--- src/rtl/line_clipper_pkg.sv ---
// Shared types, window bounds, outcode bits and FSM encodings for line_clipper.
// Also holds the outcode, edge-test, adjacency and edge-priority helpers.
package line_clipper_pkg;

  typedef struct packed {
    logic signed [15:0] x;
    logic signed [15:0] y;
  } point2d_t;

  localparam logic signed [15:0] XMIN = 16'sd0;
  localparam logic signed [15:0] XMAX = 16'sd640;
  localparam logic signed [15:0] YMIN = 16'sd0;
  localparam logic signed [15:0] YMAX = 16'sd480;

  localparam logic [3:0] OC_TOP    = 4'b1000;
  localparam logic [3:0] OC_BOTTOM = 4'b0100;
  localparam logic [3:0] OC_RIGHT  = 4'b0010;
  localparam logic [3:0] OC_LEFT   = 4'b0001;

  localparam logic [2:0] S_IDLE     = 3'd0;
  localparam logic [2:0] S_CLASSIFY = 3'd1;
  localparam logic [2:0] S_PICK     = 3'd2;
  localparam logic [2:0] S_BISECT   = 3'd3;
  localparam logic [2:0] S_OUTPUT   = 3'd4;

  function automatic logic [3:0] outcode(point2d_t p);
    logic [3:0] c;
    c = 4'b0000;
    if ($signed(p.x) < XMIN) c = c | OC_LEFT;
    if ($signed(p.x) > XMAX) c = c | OC_RIGHT;
    if ($signed(p.y) < YMIN) c = c | OC_BOTTOM;
    if ($signed(p.y) > YMAX) c = c | OC_TOP;
    return c;
  endfunction

  // True when p lies strictly outside the single edge selected by side.
  function automatic logic outside(point2d_t p, logic [3:0] side);
    logic o;
    o = 1'b0;
    unique case (1'b1)
      side[0]: o = $signed(p.x) < XMIN;
      side[1]: o = $signed(p.x) > XMAX;
      side[2]: o = $signed(p.y) < YMIN;
      side[3]: o = $signed(p.y) > YMAX;
      default: o = 1'b0;
    endcase
    return o;
  endfunction

  function automatic logic near(logic signed [15:0] a,
                                logic signed [15:0] b);
    logic signed [16:0] d;
    d = {a[15], a} - {b[15], b};
    return (d == 17'sd0) || (d == 17'sd1) || (d == -17'sd1);
  endfunction

  // Lowest set bit gives LEFT, RIGHT, BOTTOM, TOP priority.
  function automatic logic [3:0] lowbit(logic [3:0] c);
    return c & (~c + 4'd1);
  endfunction

endpackage

--- src/rtl/line_clipper_if.sv ---
// Segment in/out valid-ready bundle for line_clipper.
// master: segment producer + sink side; slave: the clipper.
interface line_clipper_if;
  import line_clipper_pkg::*;

  logic     in_valid;
  logic     in_ready;
  point2d_t in_p0;
  point2d_t in_p1;
  logic     out_valid;
  logic     out_ready;
  point2d_t out_p0;
  point2d_t out_p1;

  modport master (
    output in_valid, in_p0, in_p1, out_ready,
    input  in_ready, out_valid, out_p0, out_p1
  );

  modport slave (
    input  in_valid, in_p0, in_p1, out_ready,
    output in_ready, out_valid, out_p0, out_p1
  );

endinterface

--- src/rtl/line_clipper_bisect.sv ---
// Integer bisection of one segment against one window edge.
// Ports: start/side/lo_in/hi_in load a search, done pulses with hi_out valid.
module line_clipper_bisect
  import line_clipper_pkg::*;
#(
  parameter int MAX_ITER = 17
) (
  input  logic       clk,
  input  logic       n_rst,
  input  logic       start,
  input  logic [3:0] side_in,
  input  point2d_t   lo_in,
  input  point2d_t   hi_in,
  output logic       done,
  output point2d_t   hi_out
);

  localparam int IW = $clog2(MAX_ITER + 1);

  point2d_t        lo;
  point2d_t        hi;
  point2d_t        mid;
  logic [3:0]      side;
  logic [IW-1:0]   cnt;
  logic            run;
  logic            adj;
  logic signed [16:0] sx;
  logic signed [16:0] sy;

  // 17-bit sum then drop the LSB: arithmetic shift, floor rounding.
  always_comb begin
    sx    = {lo.x[15], lo.x} + {hi.x[15], hi.x};
    sy    = {lo.y[15], lo.y} + {hi.y[15], hi.y};
    mid.x = sx[16:1];
    mid.y = sy[16:1];
  end

  assign adj    = near(hi.x, lo.x) && near(hi.y, lo.y);
  assign done   = run && (adj || (cnt == IW'(MAX_ITER)));
  assign hi_out = hi;

  always_ff @(posedge clk or negedge n_rst) begin
    if (!n_rst) begin
      lo   <= '0;
      hi   <= '0;
      side <= '0;
      cnt  <= '0;
      run  <= 1'b0;
    end else if (start) begin
      lo   <= lo_in;
      hi   <= hi_in;
      side <= side_in;
      cnt  <= '0;
      run  <= 1'b1;
    end else if (done) begin
      run  <= 1'b0;
    end else if (run) begin
      if (outside(mid, side)) lo <= mid;
      else                    hi <= mid;
      cnt <= cnt + IW'(1);
    end
  end

endmodule

--- src/rtl/line_clipper_outcode.sv ---
// Cohen-Sutherland outcode of one point against the screen window.
// Ports: p (point in), code (TOP/BOTTOM/RIGHT/LEFT bits out).
module line_clipper_outcode
  import line_clipper_pkg::*;
(
  input  point2d_t   p,
  output logic [3:0] code
);

  assign code = outcode(p);

endmodule

--- src/rtl/line_clipper.sv ---
// Sequential Cohen-Sutherland clipper: drops invisible segments, clips the rest.
// Ports: clk, n_rst, bus (segment in/out handshakes), busy, acc_count, rej_count.
module line_clipper
  import line_clipper_pkg::*;
#(
  parameter int MAX_ITER = 17,
  parameter int CNT_W    = 16
) (
  input  logic             clk,
  input  logic             n_rst,
  line_clipper_if.slave    bus,
  output logic             busy,
  output logic [CNT_W-1:0] acc_count,
  output logic [CNT_W-1:0] rej_count
);

  logic [2:0] state;
  point2d_t   p0;
  point2d_t   p1;
  logic       tgt_p1;
  logic [3:0] c0;
  logic [3:0] c1;

  logic       pick_p1;
  logic [3:0] pick_code;
  logic [3:0] pick_side;
  point2d_t   lo_in;
  point2d_t   hi_in;
  logic       bs_start;
  logic       bs_done;
  point2d_t   bs_hi;

  line_clipper_outcode u_oc0 (
    .p    (p0),
    .code (c0)
  );

  line_clipper_outcode u_oc1 (
    .p    (p1),
    .code (c1)
  );

  // Clip p0 first while it is outside; the other end is the inside anchor.
  always_comb begin
    pick_p1   = (c0 == 4'b0000);
    pick_code = pick_p1 ? c1 : c0;
    pick_side = lowbit(pick_code);
    lo_in     = pick_p1 ? p1 : p0;
    hi_in     = pick_p1 ? p0 : p1;
    bs_start  = (state == S_PICK);
  end

  line_clipper_bisect #(
    .MAX_ITER (MAX_ITER)
  ) u_bisect (
    .clk     (clk),
    .n_rst   (n_rst),
    .start   (bs_start),
    .side_in (pick_side),
    .lo_in   (lo_in),
    .hi_in   (hi_in),
    .done    (bs_done),
    .hi_out  (bs_hi)
  );

  always_ff @(posedge clk or negedge n_rst) begin
    if (!n_rst) begin
      state     <= S_IDLE;
      p0        <= '0;
      p1        <= '0;
      tgt_p1    <= 1'b0;
      acc_count <= '0;
      rej_count <= '0;
    end else begin
      unique case (state)
        S_IDLE: begin
          if (bus.in_valid) begin
            p0    <= bus.in_p0;
            p1    <= bus.in_p1;
            state <= S_CLASSIFY;
          end
        end
        S_CLASSIFY: begin
          if ((c0 | c1) == 4'b0000) begin
            state <= S_OUTPUT;
          end else if ((c0 & c1) != 4'b0000) begin
            rej_count <= rej_count + CNT_W'(1);
            state     <= S_IDLE;
          end else begin
            state <= S_PICK;
          end
        end
        S_PICK: begin
          tgt_p1 <= pick_p1;
          state  <= S_BISECT;
        end
        S_BISECT: begin
          if (bs_done) begin
            if (tgt_p1) p1 <= bs_hi;
            else        p0 <= bs_hi;
            state <= S_CLASSIFY;
          end
        end
        S_OUTPUT: begin
          if (bus.out_ready) begin
            acc_count <= acc_count + CNT_W'(1);
            state     <= S_IDLE;
          end
        end
        default: state <= S_IDLE;
      endcase
    end
  end

  assign bus.in_ready  = (state == S_IDLE);
  assign bus.out_valid = (state == S_OUTPUT);
  assign bus.out_p0    = p0;
  assign bus.out_p1    = p1;
  assign busy          = (state != S_IDLE);

endmodule

--- src/flat_wrapper.sv ---
// flat-port wrapper written by rule: the top's interface ports become plain ports
module line_clipper_flat import line_clipper_pkg::*;
#(
  parameter int MAX_ITER = 17,
  parameter int CNT_W    = 16
)
  (clk, n_rst, busy, acc_count, rej_count, bus_in_valid, bus_in_p0, bus_in_p1, bus_out_ready, bus_in_ready, bus_out_valid, bus_out_p0, bus_out_p1);
  line_clipper_if bus_i ();
  input  logic clk;
  input  logic n_rst;
  output logic busy;
  output logic [CNT_W-1:0] acc_count;
  output logic [CNT_W-1:0] rej_count;
  input wire logic [$bits(bus_i.in_valid)-1:0] bus_in_valid;
  input wire logic [$bits(bus_i.in_p0)-1:0] bus_in_p0;
  input wire logic [$bits(bus_i.in_p1)-1:0] bus_in_p1;
  input wire logic [$bits(bus_i.out_ready)-1:0] bus_out_ready;
  output wire logic [$bits(bus_i.in_ready)-1:0] bus_in_ready;
  output wire logic [$bits(bus_i.out_valid)-1:0] bus_out_valid;
  output wire logic [$bits(bus_i.out_p0)-1:0] bus_out_p0;
  output wire logic [$bits(bus_i.out_p1)-1:0] bus_out_p1;
  assign bus_i.in_valid = bus_in_valid;
  assign bus_i.in_p0 = bus_in_p0;
  assign bus_i.in_p1 = bus_in_p1;
  assign bus_i.out_ready = bus_out_ready;
  assign bus_in_ready = bus_i.in_ready;
  assign bus_out_valid = bus_i.out_valid;
  assign bus_out_p0 = bus_i.out_p0;
  assign bus_out_p1 = bus_i.out_p1;
  line_clipper #(.MAX_ITER(MAX_ITER), .CNT_W(CNT_W)) u_core (.clk(clk), .n_rst(n_rst), .bus(bus_i), .busy(busy), .acc_count(acc_count), .rej_count(rej_count));
endmodule
--- config.mk ---
export PLATFORM = sky130hd
export DESIGN_NAME = line_clipper_flat
export DESIGN_NICKNAME = d
export VERILOG_FILES = /design/src/rtl/line_clipper_pkg.sv /design/src/rtl/line_clipper_if.sv /design/src/rtl/line_clipper_bisect.sv /design/src/rtl/line_clipper_outcode.sv /design/src/rtl/line_clipper.sv /design/src/flat_wrapper.sv
export SDC_FILE = /design/constraint.sdc
export NUM_CORES = 1
export LEC_CHECK = 0
export CAP_MARGIN = 0
export CORE_AREA = 2 2 234 121
export DETAILED_ROUTE_END_ITERATION = 10
export DIE_AREA = 0 0 236 123
export PLACE_DENSITY = 0.69
export SLEW_MARGIN = 30
export SYNTH_ARGS = -nofsm -noshare
export SYNTH_HDL_FRONTEND = slang
export SYNTH_SLANG_ARGS = --single-unit
--- constraint.sdc ---
create_clock -name clk -period 5.8 [get_ports clk]
set_input_delay 1.16 -clock clk [delete_from_list [all_inputs] [get_ports clk]]
set_output_delay 1.16 -clock clk [all_outputs]
set_load 0.02 [all_outputs]
==> results of run 1 <==
final cells by class:
class                      count  area [um^2]
inverter                      96          360
clock buffer                  18          429
timing repair buffer         183         1820
sequential                   174         4350
multi-input combinational    998         6830
fill                        2472        12700
clock inverter                14          148
tap                          360          450
final timing paths:
check | start | endpoint | slack [ps]
min | u_core.rej_count[15]$_DFFE_PN0P_ | u_core.rej_count[15]$_DFFE_PN0P_ | 470
min reg2reg | u_core.rej_count[15]$_DFFE_PN0P_ | u_core.rej_count[15]$_DFFE_PN0P_ | 470
max in group asynchronous | n_rst | u_core.u_bisect.hi_out[29]$_DFFE_PN0P_ | 3800
max reg2reg | u_core.u_bisect.hi_out[0]$_DFFE_PN0P_ | u_core.bus.out_p0[27]$_DFFE_PN0P_ | 900
max | u_core.u_bisect.hi_out[0]$_DFFE_PN0P_ | u_core.bus.out_p0[27]$_DFFE_PN0P_ | 900
min in group asynchronous | n_rst | u_core.bus.out_p1[12]$_DFFE_PN0P_ | 750
logic make-up after synthesis:
kind of cell,synth area share [%]
simple gates,18.0
compound gates,21.9
buf+inv,6.55
flops,36.5
xor+xnor,5.95
fa+ha+maj,7.80
mux,3.30
Yosys cell counts, types with 4 or more instances:
library cell  count
clkbuf_1         55
nand3_1          82
nand2_1          82
and4_1            4
buf_1             6
o21bai_1          8
or2_2             7
and2_1            6
nor2_1           91
dfrtp_1         174
buf_2            22
nor2b_1           8
xnor2_1          64
nand4_1          16
o21ai_0          31
o211ai_1         10
ha_1             68
nor4_1           19
o221ai_1         37
a211oi_1         19
fa_1              4
a211o_1           4
a21o_1            9
a2111oi_0         6
nor3_1           28
o22ai_1          33
or3_1             4
o21a_1            4
xor2_1           17
a221o_1          34
buf_6             6
o41ai_1           4
o31ai_1           6
inv_1            95
mux2i_1          36
and3_1           50
nand2b_1         17
a21oi_1         132
routing by layer:
metal / part of all wire (%) / global-route usage [%] / vias to the layer above / wire, um
li1: - / - / 5198 / -
met4: 1.4 / 6.53 / 0 / 589
met3: 12 / 8.62 / 38 / 4980
met2: 37 / 36.2 / 654 / 15200
met1: 50 / 45.4 / 5581 / 20300
met5: 0 / 0 / - / 0
stage by stage:
step	util [%]	std cells	cell area (um^2)
5_1_grt	53.1	1843	14400
6_report	53.1	1843	14400
2_1_floorplan	-	1359	11900
3_5_place_dp	51.0	1811	13800
4_1_cts	53.1	1843	14400
3_3_place_gp	51.0	1811	13800
state kept, by name (all words and copies together) (netlist names), 3 cells and up:
name	flops
u_core.bus.out_p0	32
u_core.bus.out_p1	32
u_core.u_bisect.hi_out	32
u_core.u_bisect.lo	32
u_core.acc_count	16
u_core.rej_count	16
u_core.u_bisect.cnt	5
u_core.u_bisect.side	4
u_core.state	3
==> impl_metrics.env, run 1 <==
export IMPL_outcome="finished clean"
export IMPL_grt_max_degree=90
export IMPL_ys_flop_type="dfrtp_1"
export IMPL_hold_slack_ps=472
export IMPL_die_h_um=123
export IMPL_yosysWarnings=0
export IMPL_rsz0062_at_grt="no"
export IMPL_cts_resized=0
export IMPL_yosys_cell_types_count=75
export IMPL_clk_latency_ps=460
export IMPL_pre_cts_ws_ps=1050
export IMPL_finalNetCount=1610
export IMPL_dpl_hpwl_mm=29.6
export IMPL_synthTopCellsByArea="dfrtp_1 (36%), ha_1 (7.1%), a21oi_1 (5.5%)"
export IMPL_min_path_cells=1
export IMPL_cts_max_path_buffers=2
export IMPL_drive_above_1_share_pct=5.33
export IMPL_min_path_type="flop to flop"
export IMPL_post_cts_buffers=0
export IMPL_max_cap_violations=0
export IMPL_critPathLaunchType="flop"
export IMPL_path_clk_slew_ps=80
export IMPL_worstMarginPinSlew_ps=978
export IMPL_cts_tree="built"
export IMPL_area_growth_syn_to_layout_pct=20.5
export IMPL_drt_initial_drc_count=1560
export IMPL_die_x_um=236
export IMPL_grt_pass1_wl_mm=63.2
export IMPL_drv_slew=0
export IMPL_crit_type="flop to flop"
export IMPL_final_period_utilization_pct=84.4
export IMPL_track_usage_pct=28.5
export IMPL_slew_headroom_pct=34.8
export IMPL_final_common_cell="dfrtp_1"
export IMPL_cts_sinks=174
export IMPL_synth_largest_area_cell="dfrtp_1"
export IMPL_htree_num_levels=4
export IMPL_synthCells=1359
export IMPL_fin_worst_skew_ps=11.4
export IMPL_crit_path_end_kind="flop"
export IMPL_finalWeightedCongestion=1.00
export IMPL_ctsHoldBuffers=0
export IMPL_grt_antenna_before_repair=0
export IMPL_cts_root_buf="clkbuf_16"
export IMPL_cts_made_buffers=17
export IMPL_port_buffers=166
export IMPL_path_cells="inv_1, ha_1, fa_1, nand2b_1, a211o_1, a31oi_4, xnor2_1, nor4b_1, or3b_2, nor4_1, o22a_2, nor2_2, or4_4, and2_2, a21oi_1"
export IMPL_core_area_um2=27100
export IMPL_min_period_ps=4900
export IMPL_vias=11500
export IMPL_hold_viol=0
export IMPL_yosysTopAreaCellShare_pct=36.5
export IMPL_synth_edf_count=0
export IMPL_timing_fmax_mhz=204
export IMPL_ys_seq_elements=174
export IMPL_critPathArrivalTime_ps=5260
export IMPL_grt_overflow=0
export IMPL_routed_wl_mm=41.1
export IMPL_synth_seq_area_share_pct=36.5
export IMPL_syn_nets=1499
export IMPL_reg2reg_depth=15
export IMPL_crit_cells=15
export IMPL_mostFrequentLayoutCells="dfrtp_1 (174), clkdlybuf4s50_1 (165), a21oi_1 (132), inv_1 (95), nor2_1 (91)"
export IMPL_syn_area_per_cell_um2=8.78
export IMPL_cp_max_fo=32
export IMPL_ys_async_sr_fraction_pct=100
export IMPL_slowest_stage="or4_4"
export IMPL_ant_nets=0
export IMPL_grt_pass1_vias=10400
export IMPL_std_cell_rows=43
export IMPL_wire_per_inst_um=22.3
export IMPL_setup_violations=0
export IMPL_fin_setup_tns_ps=0
export IMPL_fin_ws_ps=902
export IMPL_crit_path_max_incr_delay_ps=530
export IMPL_start_util_pct=44.1
export IMPL_first_pass_iters=6
export IMPL_drcViolationCount=0
export IMPL_syn_area_um2=11900
export IMPL_critical_path_required_ps=6160
export IMPL_worst_path_buf_inv=1
export IMPL_io_pins=167
export IMPL_crit_family="simple AND/OR/NAND/NOR gates"
export IMPL_n_antenna_cell=0
export IMPL_die_area_um2=29000
export IMPL_vias_per_cell=6.22
Power of run 1 is left out: the tool's default activity adds up to more than one toggle a clock period on the data nets, which glitch-free logic cannot reach.
==> run 2, diff against run 1 <==
==> constraint.sdc (replaced) <==
create_clock -name clk -period 4.8 [get_ports clk]
set_input_delay 0.96 -clock clk [delete_from_list [all_inputs] [get_ports clk]]
set_output_delay 0.96 -clock clk [all_outputs]
set_load 0.02 [all_outputs]
==> impl_metrics.env, run 2 (synthesis gave the netlist of run 1 again) <==
export IMPL_outcome="finished clean"
export IMPL_die_x_um=236
export IMPL_core_area_um2=27100
export IMPL_min_path_type="flop to flop"
export IMPL_fillers=2483
export IMPL_hold_viol=0
export IMPL_setup_violations=0
export IMPL_track_usage_pct=28.2
export IMPL_htree_num_levels=4
export IMPL_vias_per_cell=6.20
export IMPL_final_common_cell="dfrtp_1"
export IMPL_slowest_stage="or4_4"
export IMPL_multi_input_area_um2=6840
export IMPL_min_period_ps=4570
export IMPL_drt_initial_drc_count=1339
export IMPL_ant_nets=0
export IMPL_cts_sinks=174
export IMPL_io_pins=167
export IMPL_vias=11500
export IMPL_timing_fmax_mhz=219
export IMPL_drive_above_1_share_pct=6.22
export IMPL_wire_per_inst_um=21.9
export IMPL_mostFrequentLayoutCells="dfrtp_1 (174), clkdlybuf4s50_1 (165), a21oi_1 (132), inv_1 (95), nor2_1 (91)"
export IMPL_cts_made_buffers=17
export IMPL_cp_max_fo=21
export IMPL_slew_headroom_pct=37.1
export IMPL_crit_path_end_kind="flop"
export IMPL_rsz0062_at_grt="no"
export IMPL_drcViolationCount=0
export IMPL_n_antenna_cell=0
export IMPL_critPathArrivalTime_ps=4960
export IMPL_std_cell_rows=43
export IMPL_grt_overflow=0
export IMPL_finalNetCount=1621
export IMPL_fin_setup_tns_ps=0
export IMPL_fin_worst_skew_ps=14.7
export IMPL_crit_type="flop to flop"
export IMPL_critPathLaunchType="flop"
export IMPL_first_pass_iters=7
export IMPL_path_cells="inv_1, ha_1, fa_1, nand2b_1, a211o_1, a31oi_4, xnor2_1, nor4b_2, or3b_2, nor4_2, o22a_2, nor2_2, or4_4, and2_1, buf_4, a21oi_1"
export IMPL_path_clk_slew_ps=80
export IMPL_grt_max_degree=99
export IMPL_finalWeightedCongestion=0.997
export IMPL_grt_antenna_before_repair=0
export IMPL_drv_slew=0
export IMPL_die_area_um2=29000
export IMPL_critical_path_required_ps=5180
export IMPL_routed_wl_mm=40.7
export IMPL_port_buffers=166
export IMPL_grt_pass1_wl_mm=62.5
export IMPL_grt_pass1_vias=10400
export IMPL_clk_latency_ps=460
export IMPL_ff_latch_area_um2=4350
export IMPL_cts_root_buf="clkbuf_16"
export IMPL_die_h_um=123
export IMPL_max_cap_violations=0
export IMPL_final_period_utilization_pct=95.3
export IMPL_cts_tree="built"
export IMPL_dpl_hpwl_mm=30.0
export IMPL_worstMarginPinSlew_ps=943
export IMPL_area_growth_syn_to_layout_pct=22.1
export IMPL_ctsHoldBuffers=0
export IMPL_crit_path_max_incr_delay_ps=540
export IMPL_start_util_pct=44.1
export IMPL_cts_max_path_buffers=2
run 2: changes by cell type in the layout (fill, tap and decap cells not counted), sizes merged:
| cell | previous run | this run |
|---|---|---|
| buf | 18 | 28 |
| clkinv | 4 | 8 |
| inv | 102 | 100 |
| bufinv | 1 | 0 |
| clkbuf | 18 | 19 |
| clkinvlp | 3 | 2 |
run 2: repair_timing:
item / 4_1_cts / 5_1_grt
resized for setup: 0 / 4
buffers inserted: 0 / 0
setup endpoints to repair: 0 / 60
hold endpoints to repair: 0 / 0
run 2: final timing paths:
check / from / end / slack (ps) / cells past startpoint
worst max-delay path: u_core.u_bisect.hi_out[0]$_DFFE_PN0P_ / u_core.bus.out_p0[30]$_DFFE_PN0P_ / 230 / 16
worst min-delay path: u_core.acc_count[15]$_DFFE_PN0P_ / u_core.acc_count[15]$_DFFE_PN0P_ / 480 / 1
worst max register to register: u_core.u_bisect.hi_out[0]$_DFFE_PN0P_ / u_core.bus.out_p0[30]$_DFFE_PN0P_ / 230 / 16
worst min register to register: u_core.acc_count[15]$_DFFE_PN0P_ / u_core.acc_count[15]$_DFFE_PN0P_ / 480 / 1
max in group asynchronous: n_rst / u_core.bus.out_p0[28]$_DFFE_PN0P_ / 3250 / 2
min in group asynchronous: n_rst / u_core.bus.out_p1[12]$_DFFE_PN0P_ / 590 / 1
run 2: critical path: cells and delay by family, from the launching register on:
kind	cells	cell delay (ps)
AOI/OAI and AO/OA	4	1000
xor gates and xnor gates	1	170
adders and majority gates	2	600
buffers and inverters	2	300
DFF	1	440
and+or+nand+nor	7	1980
run 2: layer usage:
| layer | GRT usage [%] | share of wire (%) | vias up |
|---|---|---|---|
| li1 | - | - | 5217 |
| met1 | 44.2 | 50 | 5607 |
| met2 | 35.8 | 37 | 612 |
| met3 | 8.89 | 11 | 56 |
| met4 | 8.48 | 2.1 | 0 |
| met5 | 0 | 0 | - |
run 2: cell type report:
class | instances | share of cell area, %
Clock buffer | 18 | 3.01
Timing Repair Buffer | 194 | 13.4
Multi-Input combinational cell | 998 | 47.0
Sequential cell | 174 | 29.9
Tap cell | 360 | 3.09
Inverter | 96 | 2.47
Clock inverter | 14 | 1.19
run 2: per-stage QoR:
step / utilization [%] / instance area (um^2) / hold slack, ps / instances / setup WS, ps
after floorplan: - / 11900 / 449 / 1359 / 662
after global placement: 51.5 / 13900 / 461 / 1822 / 277
after detailed placement: 51.5 / 13900 / 472 / 1822 / 191
after CTS: 53.7 / 14500 / 487 / 1854 / 142
after global routing: 53.8 / 14600 / 504 / 1854 / 39.6
final: 53.8 / 14600 / 479 / 1854 / 227
Power of run 2 is left out for the same reason.
==> run 3, diff against run 2 <==
--- a/config.mk
+++ b/config.mk
@@ -10,7 +10,6 @@
 export DETAILED_ROUTE_END_ITERATION = 10
 export DIE_AREA = 0 0 236 123
 export PLACE_DENSITY = 0.69
-export SLEW_MARGIN = 30
 export SYNTH_ARGS = -nofsm -noshare
 export SYNTH_HDL_FRONTEND = slang
 export SYNTH_SLANG_ARGS = --single-unit
==> impl_metrics.env, run 3 (synthesis gave the netlist of run 1 again) <==
export IMPL_outcome="finished clean"
export IMPL_die_h_um=123
export IMPL_crit_type="flop to flop"
export IMPL_grt_pass1_wl_mm=62.5
export IMPL_crit_family="simple AND/OR/NAND/NOR gates"
export IMPL_dpl_hpwl_mm=30.0
export IMPL_cp_startpoint="u_core.u_bisect.hi_out[0]$_DFFE_PN0P_"
export IMPL_drv_slew=0
export IMPL_final_common_cell="dfrtp_1"
export IMPL_final_period_utilization_pct=95.3
export IMPL_routed_wl_mm=40.7
export IMPL_first_pass_iters=6
export IMPL_cts_tree="built"
export IMPL_start_util_pct=44.1
export IMPL_multi_input_area_um2=6840
export IMPL_clk_latency_ps=470
export IMPL_reg2reg_to="u_core.bus.out_p0[30]$_DFFE_PN0P_"
export IMPL_grt_pass1_vias=10400
export IMPL_path_clk_slew_ps=80
export IMPL_crit_path_end_kind="flop"
export IMPL_post_cts_buffers=0
export IMPL_fin_worst_skew_ps=14.3
export IMPL_mostFrequentLayoutCells="dfrtp_1 (174), clkdlybuf4s50_1 (165), a21oi_1 (132), inv_1 (95), nor2_1 (91)"
export IMPL_slowest_stage="or4_4"
export IMPL_finalWeightedCongestion=0.997
export IMPL_max_cap_violations=0
export IMPL_io_pins=167
export IMPL_grt_antenna_before_repair=0
export IMPL_hold_viol=0
export IMPL_crit_cells=16
export IMPL_critPathArrivalTime_ps=4960
export IMPL_cts_max_path_buffers=2
export IMPL_cp_max_fo=21
export IMPL_ff_latch_area_um2=4350
export IMPL_ctsHoldBuffers=0
export IMPL_std_cell_rows=43
export IMPL_slew_headroom_pct=35.4
export IMPL_critPathLaunchType="flop"
export IMPL_rrSetupSlack_ps=220
export IMPL_finalNetCount=1621
export IMPL_area_growth_syn_to_layout_pct=22.0
export IMPL_drcViolationCount=0
export IMPL_fillers=2483
export IMPL_wire_per_inst_um=21.9
export IMPL_grt_overflow=0
export IMPL_ant_nets=0
export IMPL_n_antenna_cell=0
export IMPL_drt_initial_drc_count=1417
export IMPL_min_period_ps=4580
export IMPL_reg2reg_depth=16
export IMPL_worst_path_buf_inv=2
export IMPL_die_x_um=236
export IMPL_track_usage_pct=28.2
export IMPL_cts_resized=0
export IMPL_cts_made_buffers=17
export IMPL_vias=11500
export IMPL_htree_num_levels=4
export IMPL_grt_max_degree=99
export IMPL_vias_per_cell=6.19
export IMPL_min_path_type="flop to flop"
export IMPL_worstMarginPinSlew_ps=969
export IMPL_timing_rr_start="u_core.u_bisect.hi_out[0]$_DFFE_PN0P_"
export IMPL_cts_root_buf="clkbuf_16"
export IMPL_crit_end="u_core.bus.out_p0[30]$_DFFE_PN0P_"
export IMPL_core_area_um2=27100
export IMPL_path_cells="inv_1, ha_1, fa_1, nand2b_1, a211o_1, a31oi_4, xnor2_1, nor4b_2, or3b_2, nor4_2, o22a_2, nor2_2, or4_4, and2_1, buf_4, a21oi_1"
export IMPL_drive_above_1_share_pct=6.16
export IMPL_port_buffers=166
export IMPL_rsz0062_at_grt="no"
export IMPL_cts_sinks=174
export IMPL_crit_path_max_incr_delay_ps=540
export IMPL_timing_fmax_mhz=219
export IMPL_setup_violations=0
export IMPL_die_area_um2=29000
export IMPL_fin_setup_tns_ps=0
export IMPL_critical_path_required_ps=5180
[run 3: changes by cell type in the layout (fill, tap and decap cells not counted), sizes merged]
cell,change
clkbuf,-1
buf,+1
[run 3: layout make-up]
| type | count | share of cell area, % |
|---|---|---|
| clock inverter | 14 | 1.19 |
| sequential | 174 | 29.9 |
| clock buffer | 18 | 3.02 |
| inverter | 96 | 2.47 |
| multi-input combinational | 998 | 46.9 |
| tap | 360 | 3.09 |
| timing repair buffer | 194 | 13.4 |
[run 3: through the flow]
step / instances / setup slack [ps] / util [%] / hold slack, ps / area [um^2]
final: 1854 / 224 / 53.8 / 479 / 14600
after global routing: 1854 / 39.6 / 53.8 / 504 / 14600
after CTS: 1854 / 142 / 53.7 / 487 / 14500
after detailed placement: 1822 / 191 / 51.5 / 472 / 13900
after global placement: 1822 / 277 / 51.5 / 461 / 13900
after floorplan: 1359 / 662 / - / 449 / 11900
[run 3: how the worst min path moves through the flow]
| stage | startpoint | to | slack (ps) | cells after the start |
|---|---|---|---|---|
| finish | u_core.acc_count[15]$_DFFE_PN0P_ | u_core.acc_count[15]$_DFFE_PN0P_ | 480 | 1 |
| global route | u_core.rej_count[15]$_DFFE_PN0P_ | u_core.rej_count[15]$_DFFE_PN0P_ | 500 | 1 |
| CTS | u_core.u_bisect.side[0]$_DFFE_PN0P_ | u_core.u_bisect.side[0]$_DFFE_PN0P_ | 490 | 2 |
| detailed placement | u_core.u_bisect.side[0]$_DFFE_PN0P_ | u_core.u_bisect.side[0]$_DFFE_PN0P_ | 470 | 2 |
| global placement | u_core.acc_count[15]$_DFFE_PN0P_ | u_core.acc_count[15]$_DFFE_PN0P_ | 460 | 1 |
| floorplan | u_core.u_bisect.side[3]$_DFFE_PN0P_ | u_core.u_bisect.side[3]$_DFFE_PN0P_ | 450 | 2 |
[run 3: routing by layer]
| metal | wire, um | part of all wire (%) | GRT usage, % |
|---|---|---|---|
| met5 | 0 | 0 | 0 |
| met4 | 833 | 2.0 | 8.48 |
| met3 | 4770 | 12 | 8.89 |
| met2 | 15000 | 37 | 35.8 |
| met1 | 20100 | 49 | 44.2 |
Power of run 3 is left out for the same reason.
